`config.mk`:
```
export PLATFORM = sky130hd
export DESIGN_NAME = vdp_copper_flat
export DESIGN_NICKNAME = d
export VERILOG_FILES = /design/src/rtl/vdp_copper_pkg.sv /design/src/rtl/vdp_copper_if.sv /design/src/rtl/vdp_copper.sv /design/src/flat_wrapper.sv
export SDC_FILE = /design/constraint.sdc
export NUM_CORES = 1
export LEC_CHECK = 0
export ABC_AREA = 1
export BUFFER_PORTS_ARGS = -buffer_cell sky130_fd_sc_hd__buf_2
export CAP_MARGIN = 20
export CORE_ASPECT_RATIO = 1.5
export CORE_MARGIN = 2
export CORE_UTILIZATION = 40
export CTS_CLUSTER_DIAMETER = 100
export DETAILED_ROUTE_END_ITERATION = 16
export GPL_TIMING_DRIVEN = 1
export PLACE_DENSITY_LB_ADDON = 0.05
export SLEW_MARGIN = 15
export SYNTH_ARGS = -nofsm -noshare
export SYNTH_HDL_FRONTEND = slang
export SYNTH_SLANG_ARGS = --single-unit
```
`constraint.sdc`:
```
create_clock -name clk -period 1.25 [get_ports clk]
set_input_delay 0.0625 -clock clk [delete_from_list [all_inputs] [get_ports clk]]
set_output_delay 0.0625 -clock clk [all_outputs]
set_load 0.05 [all_outputs]
```
`src/rtl/vdp_copper_pkg.sv`:
```
// Shared definitions for the VDP copper: opcodes, FSM states and command-word field positions.
package vdp_copper_defs;

   localparam logic [2:0] OP_HALT   = 3'b000;
   localparam logic [2:0] OP_WAIT_Y = 3'b001;
   localparam logic [2:0] OP_WAIT_X = 3'b010;
   localparam logic [2:0] OP_WRITE  = 3'b011;
   localparam logic [2:0] OP_JUMP   = 3'b100;

   localparam int OP_LSB      = 13;
   localparam int REG_LSB     = 0;
   localparam int REG_WIDTH   = 5;
   localparam int COUNT_LSB   = 5;
   localparam int COUNT_WIDTH = 5;
   localparam int INC_BIT     = 10;

   typedef enum logic [2:0] {
      ST_IDLE,
      ST_FETCH,
      ST_DECODE,
      ST_WAIT_Y,
      ST_WAIT_X,
      ST_DATA_FETCH,
      ST_DATA,
      ST_HALTED
   } state_e;

   function automatic logic [2:0] cmd_op(input logic [15:0] word);
      return word[OP_LSB +: 3];
   endfunction

endpackage

```
`src/rtl/vdp_copper_if.sv`:
```
// Copper program-RAM read port plus copper register-write port toward the VDP host interface.
interface vdp_copper_if #(
   parameter int RAM_ADDR_WIDTH = 10
);
   logic [RAM_ADDR_WIDTH-1:0] ram_read_address;
   logic [15:0]               ram_read_data;
   logic                      host_write_en;
   logic                      cop_write_en;
   logic [4:0]                cop_write_address;
   logic [15:0]               cop_write_data;

   modport master (
      output ram_read_address,
      output cop_write_en,
      output cop_write_address,
      output cop_write_data,
      input  ram_read_data,
      input  host_write_en
   );

   modport slave (
      input  ram_read_address,
      input  cop_write_en,
      input  cop_write_address,
      input  cop_write_data,
      output ram_read_data,
      output host_write_en
   );
endinterface

```
`src/rtl/vdp_copper.sv`:
```
// Raster-synchronised register sequencer: walks a command list in program RAM, waits on the
// beam and issues VDP register writes, yielding to CPU writes on the shared register port.
module vdp_copper
   import vdp_copper_defs::*;
#(
   parameter int RAM_ADDR_WIDTH = 10,
   parameter int RASTER_WIDTH   = 10
) (
   input  logic                      clk,
   input  logic                      reset,
   input  logic                      enable,
   input  logic [RAM_ADDR_WIDTH-1:0] start_address,
   input  logic                      frame_start,
   input  logic [RASTER_WIDTH-1:0]   raster_x,
   input  logic [RASTER_WIDTH-1:0]   raster_y,
   output logic                      halted,
   vdp_copper_if.master              bus
);

   localparam logic [RAM_ADDR_WIDTH-1:0] PC_ONE = 1;

   state_e                    state_reg, state_next;
   logic [RAM_ADDR_WIDTH-1:0] pc_reg, pc_next;
   logic [REG_WIDTH-1:0]      reg_addr_reg, reg_addr_next;
   logic [COUNT_WIDTH-1:0]    count_reg, count_next;
   logic                      inc_reg, inc_next;
   logic [RASTER_WIDTH-1:0]   target_reg, target_next;

   logic [15:0] cmd;
   logic        write_accept;
   logic        unused_cmd_bits;

   assign cmd             = bus.ram_read_data;
   assign unused_cmd_bits = ^cmd[12:11];

   always_ff @(posedge clk) begin
      if (reset) begin
         state_reg    <= ST_IDLE;
         pc_reg       <= '0;
         reg_addr_reg <= '0;
         count_reg    <= '0;
         inc_reg      <= 1'b0;
         target_reg   <= '0;
      end else begin
         state_reg    <= state_next;
         pc_reg       <= pc_next;
         reg_addr_reg <= reg_addr_next;
         count_reg    <= count_next;
         inc_reg      <= inc_next;
         target_reg   <= target_next;
      end
   end

   // A data word is only consumed when the CPU is not using the register port this cycle.
   assign write_accept = (state_reg == ST_DATA) && enable && !bus.host_write_en;

   always_comb begin
      state_next    = state_reg;
      pc_next       = pc_reg;
      reg_addr_next = reg_addr_reg;
      count_next    = count_reg;
      inc_next      = inc_reg;
      target_next   = target_reg;

      if (!enable) begin
         state_next = ST_IDLE;
      end else if (frame_start) begin
         state_next = ST_FETCH;
         pc_next    = start_address;
      end else begin
         case (state_reg)
            ST_IDLE:       state_next = ST_IDLE;
            ST_FETCH:      state_next = ST_DECODE;
            ST_DECODE: begin
               case (cmd_op(cmd))
                  OP_WAIT_Y: begin
                     target_next = cmd[RASTER_WIDTH-1:0];
                     pc_next     = pc_reg + PC_ONE;
                     state_next  = ST_WAIT_Y;
                  end
                  OP_WAIT_X: begin
                     target_next = cmd[RASTER_WIDTH-1:0];
                     pc_next     = pc_reg + PC_ONE;
                     state_next  = ST_WAIT_X;
                  end
                  OP_WRITE: begin
                     reg_addr_next = cmd[REG_LSB +: REG_WIDTH];
                     count_next    = cmd[COUNT_LSB +: COUNT_WIDTH];
                     inc_next      = cmd[INC_BIT];
                     pc_next       = pc_reg + PC_ONE;
                     state_next    = ST_DATA_FETCH;
                  end
                  OP_JUMP: begin
                     pc_next    = cmd[RAM_ADDR_WIDTH-1:0];
                     state_next = ST_FETCH;
                  end
                  default:   state_next = ST_HALTED;
               endcase
            end
            ST_WAIT_Y: begin
               if (raster_y >= target_reg) state_next = ST_FETCH;
            end
            ST_WAIT_X: begin
               if (raster_x >= target_reg) state_next = ST_FETCH;
            end
            ST_DATA_FETCH: state_next = ST_DATA;
            ST_DATA: begin
               if (write_accept) begin
                  pc_next = pc_reg + PC_ONE;
                  if (inc_reg) reg_addr_next = reg_addr_reg + 5'd1;
                  if (count_reg == '0) begin
                     state_next = ST_FETCH;
                  end else begin
                     count_next = count_reg - 5'd1;
                     state_next = ST_DATA_FETCH;
                  end
               end
            end
            ST_HALTED:     state_next = ST_HALTED;
            default:       state_next = ST_IDLE;
         endcase
      end
   end

   assign bus.ram_read_address  = pc_reg;
   assign bus.cop_write_en      = write_accept;
   assign bus.cop_write_address = reg_addr_reg;
   assign bus.cop_write_data    = cmd;
   assign halted                = (state_reg == ST_HALTED);

endmodule

```
`src/flat_wrapper.sv`:
```
// flat-port wrapper written by rule: the top's interface ports become plain ports
module vdp_copper_flat import vdp_copper_defs::*;
#(
   parameter int RAM_ADDR_WIDTH = 10,
   parameter int RASTER_WIDTH   = 10
)
  (clk, reset, enable, start_address, frame_start, raster_x, raster_y, halted, bus_ram_read_address, bus_cop_write_en, bus_cop_write_address, bus_cop_write_data, bus_ram_read_data, bus_host_write_en);
  vdp_copper_if #(.RAM_ADDR_WIDTH(RAM_ADDR_WIDTH)) bus_i ();
  input  logic clk;
  input  logic reset;
  input  logic enable;
  input  logic [RAM_ADDR_WIDTH-1:0] start_address;
  input  logic frame_start;
  input  logic [RASTER_WIDTH-1:0] raster_x;
  input  logic [RASTER_WIDTH-1:0] raster_y;
  output logic halted;
  output wire logic [$bits(bus_i.ram_read_address)-1:0] bus_ram_read_address;
  output wire logic [$bits(bus_i.cop_write_en)-1:0] bus_cop_write_en;
  output wire logic [$bits(bus_i.cop_write_address)-1:0] bus_cop_write_address;
  output wire logic [$bits(bus_i.cop_write_data)-1:0] bus_cop_write_data;
  input wire logic [$bits(bus_i.ram_read_data)-1:0] bus_ram_read_data;
  input wire logic [$bits(bus_i.host_write_en)-1:0] bus_host_write_en;
  assign bus_ram_read_address = bus_i.ram_read_address;
  assign bus_cop_write_en = bus_i.cop_write_en;
  assign bus_cop_write_address = bus_i.cop_write_address;
  assign bus_cop_write_data = bus_i.cop_write_data;
  assign bus_i.ram_read_data = bus_ram_read_data;
  assign bus_i.host_write_en = bus_host_write_en;
  vdp_copper #(.RAM_ADDR_WIDTH(RAM_ADDR_WIDTH), .RASTER_WIDTH(RASTER_WIDTH)) u_core (.clk(clk), .reset(reset), .enable(enable), .start_address(start_address), .frame_start(frame_start), .raster_x(raster_x), .raster_y(raster_y), .halted(halted), .bus(bus_i));
endmodule
```
==> flow_summary.ini, run 1 <==
[pwr]
peakVddDrop_mv = 0.408
p_leak_uw = 0.00212
power.density_mw_per_mm2 = 621
report.power.total_uw = 2800

[global_route]
grt_overflow = 0
grtUsageTotal_pct = 22.9
grt_pass1_wl_um = 13700
grt_max_degree = 14
grt_pass1_vias = 3051
antenna_found_initial = 0

[sta]
drv_slew = 0
period_minus_slack_ps = 1450
worst_slack_ps = -204
slew_headroom_pct = 71.3
finalCritPeriodShare_pct = 116
hold_slack_ps = 76.8
skew_ps = 6.57
rsz0062_at_grt = yes
hold_viol = 0
setup_violations = 35
tightestPinTransition_ps = 430
max_freq_mhz = 688
tns_ps = -4490

[final_layout]
stdcell_count = 639
num_antenna_cells = 0
syn2layout_area_growth_pct = 65.4
fillCellCount = 564
layout.nets = 637
drive_gt1_share_pct = 57.5
register_area_um2 = 736
final_cell_mix = buf_2 (77), nand2_1 (67), buf_4 (55), nor2_1 (39), inv_1 (36)
final_area_mm2 = 0.00451
multiInputGateArea_mm2 = 0.00227
layout_commonest_cell = buf_2

[drt]
wire_per_inst_um = 13.9
vias = 3260
drc = 0
viasPerCell = 5.10
drtPass1Iterations = 4
drtIter0Drc = 82
ant_nets = 0
totalWireLength_um = 8900

[synth]
synth-simple-area-share_pct = 30.9
synth_compound_area_share_pct = 17.0
yosysWarnings = 0
ys_seq_area_share_pct = 24.9
synthAdderAreaFrac_pct = 11.0
syn_area_mm2 = 0.00273
syn-num-nets = 500
synth_cells = 425
synth_top_family_by_area = simple AND/OR/NAND/NOR gates
synth_seq_cells = 34
avgSynthCellArea_um2 = 6.42
synth_xor_area_share_pct = 1.28
netlist-cell-type-count = 35
synth.mux.area_fraction_pct = 0.413

[flow_run]
cap_violations = 0

[worst_setup_path]
cp_max_fo = 5
cp_num_cells = 9
critPathTopFamily = simple AND/OR/NAND/NOR gates
worstPathArrival_ps = 1640
critPathKind = register to register
required_ps = 1440
slowest_stage = dfxtp_4
path_buf_inv = 2
worstSetupEndpointType = register
startpoint_type = register
reg2reg_depth = 9
crit_chain = inv_4, nand3_4, nor2_2, nor2_1, nand2_2, nor2_4, buf_6, nand3_2, o211a_1
slowest_delay_ps = 390

[cts]
cts_tree = built
clock_tree.root_cell = clkbuf_8
htree_levels = 2
cts.sinks = 34
clk_latency_ps = 290
cts_buffer_depth = 2
clkTransAtPathRegs_ps = 70
numCtsBuffers = 5

[placement]
placed_cells = 613
dpl_cell_area_mm2 = 0.00377
io_buffers = 79
dp_hpwl_um = 6670
gp_congestion = 0.846

[run_status]
outcome = finished with violations
violations = negative setup slack

[die]
core_area_mm2 = 0.00653
io-pin-count = 84
start_util_pct = 41.8
die_h_um = 105
rows = 36
die-area_mm2 = 0.00751
die_x_um = 71.4

[worst_hold_path]
holdPathStages = 3
min_path_type = primary input to register
==> power breakdown <==
group | leakage [uW] | total, uW | switching (uW) | internal (uW)
logic | 0.00179 | 874 | 529 | 345
clock network | 0.0000426 | 794 | 411 | 383
registers | 0.000290 | 1140 | 37.5 | 1100
total | 0.00212 | 2800 | 977 | 1830
==> kinds of logic (layout without fill, tap and decap cells) <==
kind of cell | Yosys count | in the layout
DFF | 34 | 34
adders and majority gates | 24 | 24
xor gates and xnor gates | 4 | 4
buffers and inverters | 83 | 221
and+or+nand+nor | 191 | 191
muxes | 1 | 1
AOI/OAI and AO/OA | 88 | 88
==> synth_stat cells (all sizes together) <==
| library cell | n | share of area [%] |
|---|---|---|
| nor3 | 4 | 1.3 |
| nand3 | 27 | 5.9 |
| inv | 58 | 8.1 |
| o211ai | 3 | 0.83 |
| xnor2 | 2 | 0.64 |
| a21oi | 32 | 5.9 |
| ha | 24 | 11 |
| nand2 | 95 | 13 |
| mux2 | 1 | 0.41 |
| clkbuf | 3 | 0.41 |
| o21ai | 50 | 9.3 |
| o211a | 1 | 0.37 |
| nand4 | 4 | 0.92 |
| buf | 22 | 6.0 |
| dfxtp | 34 | 25 |
| or2 | 4 | 0.92 |
| a31o | 1 | 0.32 |
| nand3b | 1 | 0.28 |
| o31ai | 1 | 0.28 |
| xor2 | 2 | 0.64 |
| nor2 | 56 | 8.5 |
==> stage by stage <==
step	setup WS (ps)	util, %
CTS	-175	63.3
floorplan	-85.5	-
detailed placement	-230	57.7
global placement	-206	57.7
global route	-287	69.1
finish	-204	69.1
==> worst paths after layout <==
kind / start / endpoint / slack, ps
worst max-delay path: u_core.state_reg[2]$_SDFFE_PP0P_ / u_core.bus.cop_write_address[4]$_SDFFE_PP0P_ / -200
worst max register to register: u_core.state_reg[2]$_SDFFE_PP0P_ / u_core.bus.cop_write_address[4]$_SDFFE_PP0P_ / -200
worst min register to register: u_core.bus.cop_write_address[2]$_SDFFE_PP0P_ / u_core.bus.cop_write_address[2]$_SDFFE_PP0P_ / 490
worst min-delay path: bus_ram_read_data[10] / u_core.inc_reg$_SDFFE_PP0P_ / 80
==> layout make-up <==
| type | count | area share, % |
|---|---|---|
| clock inverter | 2 | 0.194 |
| sequential | 34 | 16.3 |
| inverter | 58 | 5.60 |
| timing repair buffer | 155 | 23.9 |
| multi-input combinational | 308 | 50.3 |
| tap | 76 | 2.11 |
| clock buffer | 6 | 1.61 |
==> layer usage <==
metal  routed length [um]  GRT usage (%)
met2                 5010           44.4
met5                    0              0
met4                  169           7.68
met1                 3410           24.2
met3                  305           3.18
==> worst register-to-register path, cell delays in order (launching register included) <==
cell	delay [ps]
dfxtp_4	390
inv_4	50
nand3_4	100
nor2_2	50
nor2_1	150
nand2_2	110
nor2_4	200
buf_6	150
nand3_2	50
o211a_1	110
==> what timing repair did <==
action	CTS	global route
endpoints found under the setup margin	35	35
buffers inserted	14	7
hold buffers	0	0
resized for setup	56	105
pin swaps	32	57
endpoints found under the hold margin	0	0
(Power assumes the default switching activity.)
==> inputs of run 2 (changes only) <==
--- a/config.mk
+++ b/config.mk
@@ -12,3 +12,3 @@
 export CORE_MARGIN = 2
-export CORE_UTILIZATION = 40
+export CORE_UTILIZATION = 47
 export CTS_CLUSTER_DIAMETER = 100
--- a/constraint.sdc
+++ b/constraint.sdc
@@ -3,2 +3,2 @@
 set_output_delay 0.0625 -clock clk [all_outputs]
-set_load 0.05 [all_outputs]
+set_load 0.01 [all_outputs]
==> run 2 against run 1 <==
Effect of this change:
- largest cell class unchanged
- the run still ends with negative setup slack left
- non-clock buffer count is 12 lower
- combinational power is 25% lower
- critical endpoint is now u_core.state_reg[2]$_SDFFE_PP0P_
- clock skew hardly changed
==> flow_summary.ini, run 2 (synthesis results as in run 1) <==
[final_layout]
multiInputGateArea_mm2 = 0.00199
final_cell_mix = nand2_1 (83), buf_2 (79), buf_4 (61), nor2_1 (44), inv_1 (39)
final_area_mm2 = 0.00400
register_area_um2 = 703
syn2layout_area_growth_pct = 46.6
layout.nets = 626
fillCellCount = 513
drive_gt1_share_pct = 44.2
layout_commonest_cell = nand2_1
num_antenna_cells = 0

[cts]
htree_levels = 2
hold_buffers = 0
clk_latency_ps = 290
cts_buffer_depth = 2
clock_tree.root_cell = clkbuf_8
cts.sinks = 34
cts_tree = built
clkTransAtPathRegs_ps = 70
numCtsBuffers = 5

[die]
rows = 34
io-pin-count = 84
die-area_mm2 = 0.00644
die_x_um = 66.2
start_util_pct = 47.9
die_h_um = 97.3
core_area_mm2 = 0.00570

[worst_hold_path]
holdPathStages = 2
hold_start = reset
min_path_type = primary input to register

[pwr]
power.density_mw_per_mm2 = 664
peakVddDrop_mv = 0.590
p_leak_uw = 0.00199
report.power.total_uw = 2650

[sta]
skew_ps = 6.64
drv_slew = 0
slew_headroom_pct = 77.6
worst_slack_ps = -203
period_minus_slack_ps = 1450
hold_viol = 0
hold_slack_ps = 20.1
rsz0062_at_grt = yes
setup_violations = 35
tns_ps = -3460
max_freq_mhz = 688
tightestPinTransition_ps = 335
finalCritPeriodShare_pct = 116

[global_route]
grt_max_degree = 14
grt_pass1_wl_um = 13300
antenna_found_initial = 0
grt_use_met3_pct = 3.94
grt_most_used_layer = met2
gr-usage-met1_pct = 26.7
grt_pass1_vias = 3064
grt.met2_usage_pct = 51.5
grtUsageTotal_pct = 26.2
grt_overflow = 0

[worst_setup_path]
required_ps = 1480
crit_path_frequent_cell = nand3_2
startpoint_type = register
worstPathArrival_ps = 1680
slowest_delay_ps = 340
reg2reg_depth = 10
rr_startpoint = u_core.target_reg[7]$_SDFFE_PP0P_
worstSetupEndpointType = register
critPathKind = register to register
cp_max_fo = 3
slowest_stage = dfxtp_2
crit_chain = inv_4, ha_4, nand2_2, nor2_4, nand3_2, nand3_2, inv_2, o211ai_1, nand2_1, inv_1
startpoint = u_core.target_reg[7]$_SDFFE_PP0P_

[drt]
viasPerCell = 5.00
totalWireLength_um = 8190
drtPass1Iterations = 5
drtIter0Drc = 110
wire_per_inst_um = 13.1
ant_nets = 0
drc = 0
vias = 3119

[run_status]
violations = negative setup slack
outcome = finished with violations

[placement]
post-place-ws_ps = -229
io_buffers = 79
gp_congestion = 0.923
dp_hpwl_um = 6610
dpl_cell_area_mm2 = 0.00371

[flow_run]
cap_violations = 0
[run 2: cell count changes in the layout (fill, tap and decap cells not counted), sizes merged]
cell    before  now
buf        155  143
clkinv       3    1
clkbuf       6    7
inv         57   58
nand2       95   96
[run 2: final timing paths]
check | end | slack (ps)
worst max-delay path | u_core.state_reg[2]$_SDFFE_PP0P_ | -200
worst min-delay path | u_core.count_reg[2]$_SDFFE_PP0P_ | 20
worst max register to register | u_core.state_reg[2]$_SDFFE_PP0P_ | -200
worst min register to register | u_core.inc_reg$_SDFFE_PP0P_ | 480
[run 2: cell type report]
| cell class | instances | area share (%) |
|---|---|---|
| clock buffers | 7 | 2.16 |
| clock inverters | 1 | 0.125 |
| inverters | 58 | 6.07 |
| multi-input cells | 309 | 49.6 |
| flip-flops and latches | 34 | 17.6 |
| well taps | 72 | 2.25 |
| repair buffers | 143 | 22.2 |
[run 2: power breakdown]
group | switching [uW] | internal [uW] | total (uW)
Sequential | 27.7 | 1110 | 1140
Combinational | 353 | 304 | 657
Clock | 417 | 445 | 862
[run 2: metrics by stage]
step	std cells	util, %
4_1_cts	622	68.7
3_3_place_gp	610	65.0
3_5_place_dp	610	65.0
6_report	624	70.2
2_1_floorplan	425	-
5_1_grt	624	70.2
[run 2: critical path, delay by kind of cell, from the launching register on]
kind,cells,cell delay [ps]
compound gates,1,180
fa+ha+maj,1,270
buf+inv,3,150
flops,1,340
simple gates,5,460
[run 2: what timing repair did]
item	in CTS	in global routing
pin swaps	17	12
resized for setup	33	24
endpoints found under the setup margin	34	36
setup buffers	3	2
cloned	1	0
[run 2: metal layers]
metal / vias to the layer above / part of all wire, % / wire length, um
li1: 1617 / - / -
met2: 73 / 57 / 4640
met5: - / 0 / 0
met1: 1417 / 37 / 3060
met4: 0 / 1.8 / 147
met3: 12 / 4.2 / 347
